`src/rtl/mfcc_frame_packer.sv`:
```
// Packs a serial MFCC coefficient stream into double-buffered NUM_FEAT-wide frames.
// Optional feature: define PACKER_ERR_CNT_EN to add a saturating 8-bit err_count output.
module mfcc_frame_packer #(
    parameter int FEAT_W   = 16,
    parameter int NUM_FEAT = 40,
    parameter int CNT_W    = 16
) (
    input  logic                         clk,
    input  logic                         reset_n,
    input  logic                         s_valid,
    output logic                         s_ready,
    input  logic [FEAT_W-1:0]            s_data,
    input  logic                         s_last,
    output logic                         frame_valid,
    input  logic                         frame_ready,
    output logic [NUM_FEAT*FEAT_W-1:0]   frame_data,
    output logic                         frame_err,
`ifdef PACKER_ERR_CNT_EN
    output logic [7:0]                   err_count,
`endif
    output logic [CNT_W-1:0]             frame_count
);

    // Handshakes: a word moves on s_valid && s_ready, a frame on frame_valid && frame_ready;
    // the producer holds valid and its payload stable until the matching ready completes the transfer.

    localparam int IDX_W = (NUM_FEAT > 1) ? $clog2(NUM_FEAT) : 1;
    localparam logic [IDX_W-1:0] LAST_IDX = IDX_W'(NUM_FEAT - 1);

    typedef enum logic {
        FILL = 1'b0,
        DROP = 1'b1
    } state_t;

    state_t                        state, state_nxt;
    logic [IDX_W-1:0]              wr_idx, wr_idx_nxt;
    logic                          wr_bank, rd_bank;
    logic [1:0]                    full;
    logic [NUM_FEAT*FEAT_W-1:0]    bank_q [2];

    logic accept, take, write_en, set_full, err_nxt;
    logic [1:0] set_mask, clr_mask;

    assign s_ready     = reset_n && (state == DROP || !full[wr_bank]);
    assign frame_valid = reset_n && full[rd_bank];
    assign frame_data  = bank_q[rd_bank];
    assign accept      = s_valid && s_ready;
    assign take        = frame_valid && frame_ready;

    always_comb begin
        state_nxt  = state;
        wr_idx_nxt = wr_idx;
        write_en   = 1'b0;
        set_full   = 1'b0;
        err_nxt    = 1'b0;
        case (state)
            FILL: begin
                if (accept) begin
                    write_en = 1'b1;
                    if (s_last) begin
                        wr_idx_nxt = '0;
                        if (wr_idx == LAST_IDX) begin
                            set_full = 1'b1;
                        end else begin
                            err_nxt = 1'b1;
                        end
                    end else if (wr_idx == LAST_IDX) begin
                        // Too long: swallow the rest of this frame up to its s_last.
                        state_nxt  = DROP;
                        wr_idx_nxt = '0;
                    end else begin
                        wr_idx_nxt = wr_idx + 1'b1;
                    end
                end
            end
            DROP: begin
                if (accept && s_last) begin
                    err_nxt   = 1'b1;
                    state_nxt = FILL;
                end
            end
            default: state_nxt = FILL;
        endcase
    end

    // Set needs !full and clear needs full, so the two masks never hit the same bank.
    always_comb begin
        set_mask = 2'b00;
        clr_mask = 2'b00;
        if (set_full) set_mask[wr_bank] = 1'b1;
        if (take)     clr_mask[rd_bank] = 1'b1;
    end

    always_ff @(posedge clk) begin
        if (!reset_n) begin
            state       <= FILL;
            wr_idx      <= '0;
            wr_bank     <= 1'b0;
            rd_bank     <= 1'b0;
            full        <= 2'b00;
            frame_err   <= 1'b0;
            frame_count <= '0;
        end else begin
            state     <= state_nxt;
            wr_idx    <= wr_idx_nxt;
            frame_err <= err_nxt;
            full      <= (full | set_mask) & ~clr_mask;
            if (set_full) wr_bank <= ~wr_bank;
            if (take) begin
                rd_bank     <= ~rd_bank;
                frame_count <= frame_count + 1'b1;
            end
        end
    end

    // Bank storage has no reset; contents are only observable behind frame_valid.
    always_ff @(posedge clk) begin
        if (write_en) begin
            bank_q[wr_bank][wr_idx*FEAT_W +: FEAT_W] <= s_data;
        end
    end

`ifdef PACKER_ERR_CNT_EN
    always_ff @(posedge clk) begin
        if (!reset_n) begin
            err_count <= '0;
        end else if (frame_err && err_count != 8'hFF) begin
            err_count <= err_count + 1'b1;
        end
    end
`endif

endmodule
```
`config.mk`:
```
export PLATFORM = sky130hd
export DESIGN_NAME = mfcc_frame_packer
export DESIGN_NICKNAME = d
export VERILOG_FILES = /design/src/rtl/mfcc_frame_packer.sv
export SDC_FILE = /design/constraint.sdc
export NUM_CORES = 1
export LEC_CHECK = 0
export BUFFER_PORTS_ARGS = -buffer_cell sky130_fd_sc_hd__buf_2
export CORE_MARGIN = 5
export CORE_UTILIZATION = 60
export DETAILED_ROUTE_END_ITERATION = 16
export PLACE_DENSITY = 0.82
export SYNTH_ARGS = -nofsm -noshare
export SYNTH_HDL_FRONTEND = slang
export SYNTH_SLANG_ARGS = --single-unit
```
`constraint.sdc`:
```
create_clock -name clk -period 8.49 [get_ports clk]
set_clock_uncertainty 0.05 [all_clocks]
set_input_delay 0.4245 -clock clk [delete_from_list [all_inputs] [get_ports clk]]
set_output_delay 0.4245 -clock clk [all_outputs]
set_load 0.01 [all_outputs]
```
# [Yosys cells after proc, flatten, opt, wreduce, memory -nomap -nowiden]
# Memories as Yosys holds them, arrays and structs flattened. A register that Yosys moved wholly into a read port is not among the register bits.
# Index checks and enable logic that the tools add are counted.
# Widths: inputs -> output; s select.
[classes] add_sub_neg=3 n_lt_le_gt_ge=4 eq_ne=1 shifts=2 n_mux=31 bitwise_logic=6 n_reduce_logical=10
[op_table] operator="$mux 640" count=1
[op_table] operator="$shift 16x34->640 const A" count=1
[op_table] operator="$shiftx 16x34->640" count=1
[op_table] operator="$neg 10->34" count=1
[op_table] operator="$mux 1" count=22
[op_table] operator="$add 16x1->16 const B" count=1
[op_table] operator="$mux 6" count=2
[op_table] operator="$logic_and 1x1->1" count=7
[op_table] operator="$add 6x1->6 const B" count=1
[op_table] operator="$eq 6x6->1 const B" count=1
[op_table] operator="$lt 1x2->1 const B" count=2
[op_table] operator="$mux 2" count=2
[op_table] operator="$pmux 1 s2" count=2
[op_table] operator="$not 1->1" count=3
[op_table] operator="$and 2x2->2" count=1
[op_table] operator="$demux 1 s1" count=2
[op_table] operator="$ge 1x1->1 const B" count=2
[op_table] operator="$not 2->2" count=1
[op_table] operator="$or 2x2->2" count=1
[op_table] operator="$reduce_and 2->1" count=1
[op_table] operator="$logic_not 1->1" count=1
[op_table] operator="$logic_or 1x1->1" count=1
[totals] reg_bits=28 ram_bits=1280 out_inout_bits=659 elab_cells=65 n_memories=1
[memory_table] memory="bank_q" depth=2 word_bits=640 read_ports=1 rd_clocked_by_memory_dff=1 wr=1 line_no="39" text="logic [NUM_FEAT*FEAT_W-1:0] bank_q [2];"

# [Depth between registers and ports, before layout]
[depth] depth_word=11 ltp_mapped=10 depth_no_buf=6

# [Worst setup path before layout]
# No wires, ideal clock.
[synth_timing] path_type="register to register" from="register wr_idx[2]" to="memory bank_q[1][176] (netlist bit) (enable)" setup_time_ps=430 arrival_time_ps=3505 required_ps=8010 setup_slack_ps=4504 stages_incl_launch_ff=9 path_cell_list="dfxtp_1 > buf_2 > buf_2 > inv_1 > and4_1 > ha_1 > buf_1 > nand3_1 > nor4_1"
[synth_between] elab_chain_cells=3
[synth_rtl] element="start, declared" line_no="36" text="logic [IDX_W-1:0] wr_idx, wr_idx_nxt;"
[synth_rtl] element="start signal, assigned" line_no="105" text="wr_idx <= wr_idx_nxt;"
[synth_rtl] element="$neg 10->34" line_no="119" text="bank_q[wr_bank][wr_idx*FEAT_W +: FEAT_W] <= s_data;"
[synth_rtl] element="$shift 16x34->640" line_no="119"
[synth_rtl] element="$mux 640 (implied by the code)" line_no="119"
[synth_rtl] element="end, declared" line_no="39"
# Every way passes these cells.

# [Worst setup path in the final report]
[layout_timing] from="register wr_idx[0]" to="memory bank_q[1][213] (netlist bit) (enable)"
# The elaborated chain is that of the path after synthesis.

==> run_results.csv <==
group,metric,value,unit
outcome,outcome,"completed",
clock_network,cts_buffer_depth,3,
clock_network,hold_buffers,3,
final_layout,area_delta_synth_final,18.2,%
pwr,p_leak,0.0211,µW
pwr,peakVddDrop,0.264,mV
worst_setup_path,r2r_end,"bank_q[1][213]$_DFFE_PP_",
die,die_y,304,µm
drt,vias,31600,
timing,relSlewSlack,12.5,%
synthesis,ys_seq_elements,1309,
worst_setup_path,crit_type,"reg2reg",
pwr,pwr-share-clk,44.0,%
place,place.gp.congestion,0.857,
worst_setup_path,rrSetupSlack,3.81,ns
drt,wl,147000,µm
pwr,p_sw_share,20.0,%
clock_network,cts_tree,"yes",
synthesis,synth_ff_type,"edfxtp_1",
drt,drt_iter0_drc,3767,
timing,worst_pin_slew,1.31,ns
worst_setup_path,required,8.87,ns
global_route,grt_max_degree,180,
pwr,p_seq_share,54.4,%
drt,viasPerCell,6.09,
worst_setup_path,worstSetupStartpointType,"flop",
clock_network,cts_setup_buffers,0,
final_layout,fin_nets,3954,
worst_setup_path,worstSetupEndpointType,"flop",
die,die-area,92600,µm²
global_route,grt_pass1_wl,209000,µm
place,pre_cts_slack,3.81,ns
synthesis,syn_inst,3191,
clock_network,cts_resized,0,
synthesis,async_reset_ff_share,0,%
clock_network,h-tree-depth,4,
clock_network,clkLatencyLatePin,0.74,ns
die,rows,108,
timing,final_critical_path_setup_slack,3.81,ns
synthesis,postSynthAreaPerCell,16.3,µm²
drt,dr.pass1.iters,5,
place,dp_hpwl,95000,µm
pwr,combPwrFrac,1.6,%
final_layout,regArea,39000,µm²
timing,setup_viol,0,
clock_network,clock_sinks,1309,
pwr,power.density,209,nW/µm²
synthesis,ys_warn_count,0,
worst_setup_path,cp-endpoint,"bank_q[1][213]$_DFFE_PP_",
timing,post-route-period-util,55.1,%
worst_setup_path,ff2ff_path_depth,7,
place,place_area,57200,µm²
final_layout,final_layout_size_suffix_gt1_share,41.7,%
global_route,gr-total-overflow,0,
synthesis,ys_seq_area_share,75.1,%
worst_setup_path,reg2reg_from,"wr_idx[0]$_SDFFE_PN0P_",
synthesis,synth_edf_count,1280,
worst_setup_path,critPathArrivalTime,5.06,ns
timing,holdWs,0.0831,ns
place,port_buffers,679,
global_route,track_usage,30.9,%
global_route,grt_pass1_vias,31400,
timing,rsz0062_at_grt,"false",
pwr,internal-power,10300,µW
drt,wl_per_cell,28.3,µm
clock_network,cts_inserted_buffers,131,
timing,hold_viol,0,
flow_run,drv_cap,0,
pwr,power.total,12900,µW
die,coreArea,86300,µm²
worst_setup_path,critPathLaunch,"wr_idx[0]$_SDFFE_PN0P_",
timing,fin_crit,4.68,ns
die,die_w,304,µm
final_layout,multiInputGateArea,12400,µm²
global_route,antenna_found_initial,6,
worst_setup_path,crit_fanout,17,
synthesis,ys_types,51,
die,start_util,60.2,%
min_path,hp-class,"in2reg",
final_layout,fill_cells,5289,
synthesis,syn-num-nets,3218,
clock_network,clkTransAtPathRegs,0.06,ns
clock_network,cts-root-buf,"clkbuf_16",
synthesis,syn_area,52000,µm²
drt,ant_nets,0,
drt,drc_errors,0,
timing,finalMaxSlewViolations,0,
die,io_pins,680,
timing,max_freq,0.214,GHz
timing,finalSetupTns,0,ns
pwr,switching_power,2570,µW
final_layout,final_area,61400,µm²
## metal layers
layer / wire length, µm / GRT usage [%]
met1: 50600 / 39.0
met2: 71400 / 50.4
met3: 16300 / 7.35
met4: 8460 / 16.3
met5: 13 / 0
## critical path: stages (launching register included)
cell and delay [ns]:
dfxtp_1 0.65, inv_1 0.15, ha_1 0.39, nor3b_2 0.25
xnor2_2 0.58, nand3_2 0.93, nor4_2 1.02, buf_4 0.33
## synth_stat cells (3+ instances only)
cell type / count / share of area, %
nand2b_1: 3 / 0.036
nand2_1: 153 / 1.1
nand3b_1: 4 / 0.058
ha_1: 6 / 0.14
a21oi_1: 10 / 0.096
and2_1: 23 / 0.28
nand3_1: 17 / 0.16
edfxtp_1: 1280 / 74
mux2_2: 643 / 14
o211ai_1: 3 / 0.043
or4_1: 3 / 0.043
nand4_1: 6 / 0.072
nor4_2: 5 / 0.12
clkbuf_1: 145 / 1.0
or3_1: 3 / 0.036
dfxtp_1: 29 / 1.1
and3_1: 146 / 1.8
o31ai_1: 5 / 0.072
o21ai_0: 5 / 0.048
xnor2_1: 8 / 0.13
inv_1: 11 / 0.079
mux2i_1: 8 / 0.15
buf_1: 9 / 0.065
o211ai_2: 4 / 0.096
nor2_1: 549 / 4.0
buf_2: 40 / 0.39
and4_1: 4 / 0.067
nor4_1: 17 / 0.20
a211oi_1: 3 / 0.043
nor3_1: 22 / 0.21
## placed cells by master (no fill, tap or decap), drive strengths merged, types with 4 or more instances in the layout
cell type,n
edfxtp,1280
buf,795
mux2,643
nor2,551
clkbuf,165
nand2,153
and3,146
clkinv,52
dfxtp,29
and2,23
nor3,22
nor4,22
inv,19
nand3,17
a21oi,10
bufinv,9
diode,8
mux2i,8
xnor2,8
o211ai,7
nand4,6
ha,6
o21ai,6
o31ai,5
a211oi,5
and4,4
nand3b,4
## area by class of cell
class	count	area share, %
antenna	8	0.0326
clock inverter	71	1.04
sequential	1309	63.5
timing repair buffer	798	7.02
multi-input combinational	1675	20.2
tap	1155	2.35
inverter	12	0.0733
clock buffer	165	5.79
## power by group through the flow
| stage | logic [µW] | clock network, µW | registers (µW) |
|---|---|---|---|
| final | 201 | 5660 | 7000 |
| after global routing | 206 | 5980 | 6990 |
| after CTS | 196 | 5700 | 7000 |
| after detailed placement | 194 | 0 | 7130 |
| after global placement | 192 | 0 | 7130 |
| after floorplan | 84.7 | 0 | 7130 |
## stage by stage
stage | utilization, % | cells
after floorplan | - | 3191
after global placement | 66.2 | 4946
after detailed placement | 66.2 | 4946
after CTS | 71.1 | 5185
after global routing | 71.1 | 5185
final | 71.1 | 5193
## cell families (layout without fill, tap and decap cells)
kind of cell	count (synthesis)	in the layout	share of synthesized area (%)
AND/OR/NAND/NOR	962	962	8.23
other	0	8	0
multiplexers	651	651	14.1
XOR/XNOR	10	10	0.169
buffers and inverters	207	1046	1.60
adder cells (fa/ha/maj)	6	6	0.144
flip-flops	1309	1309	75.1
AO/OA/AOI/OAI	46	46	0.684
## registers in the layout, indices dropped and copies added, names as in the netlist, named ones only
| register | count |
|---|---|
| frame_count | 16 |
| bank_q | 1280 |
| wr_bank | 1 |
| state | 1 |
| wr_idx | 6 |
| rd_bank | 1 |
| frame_err | 1 |
| full | 2 |
## worst min-delay path by stage
stage | from | slack [ns] | to | cells past startpoint
2_1_floorplan | full[0]$_SDFF_PN0_ | 0.42 | full[0]$_SDFF_PN0_ | 2
3_3_place_gp | frame_count[15]$_SDFFE_PN0P_ | 0.40 | frame_count[15]$_SDFFE_PN0P_ | 1
3_5_place_dp | frame_count[15]$_SDFFE_PN0P_ | 0.43 | frame_count[15]$_SDFFE_PN0P_ | 1
4_1_cts | reset_n | 0.03 | wr_idx[2]$_SDFFE_PN0P_ | 2
5_1_grt | reset_n | 0.06 | wr_idx[2]$_SDFFE_PN0P_ | 2
6_report | reset_n | 0.08 | wr_idx[2]$_SDFFE_PN0P_ | 2
(Power assumes the default switching activity.)
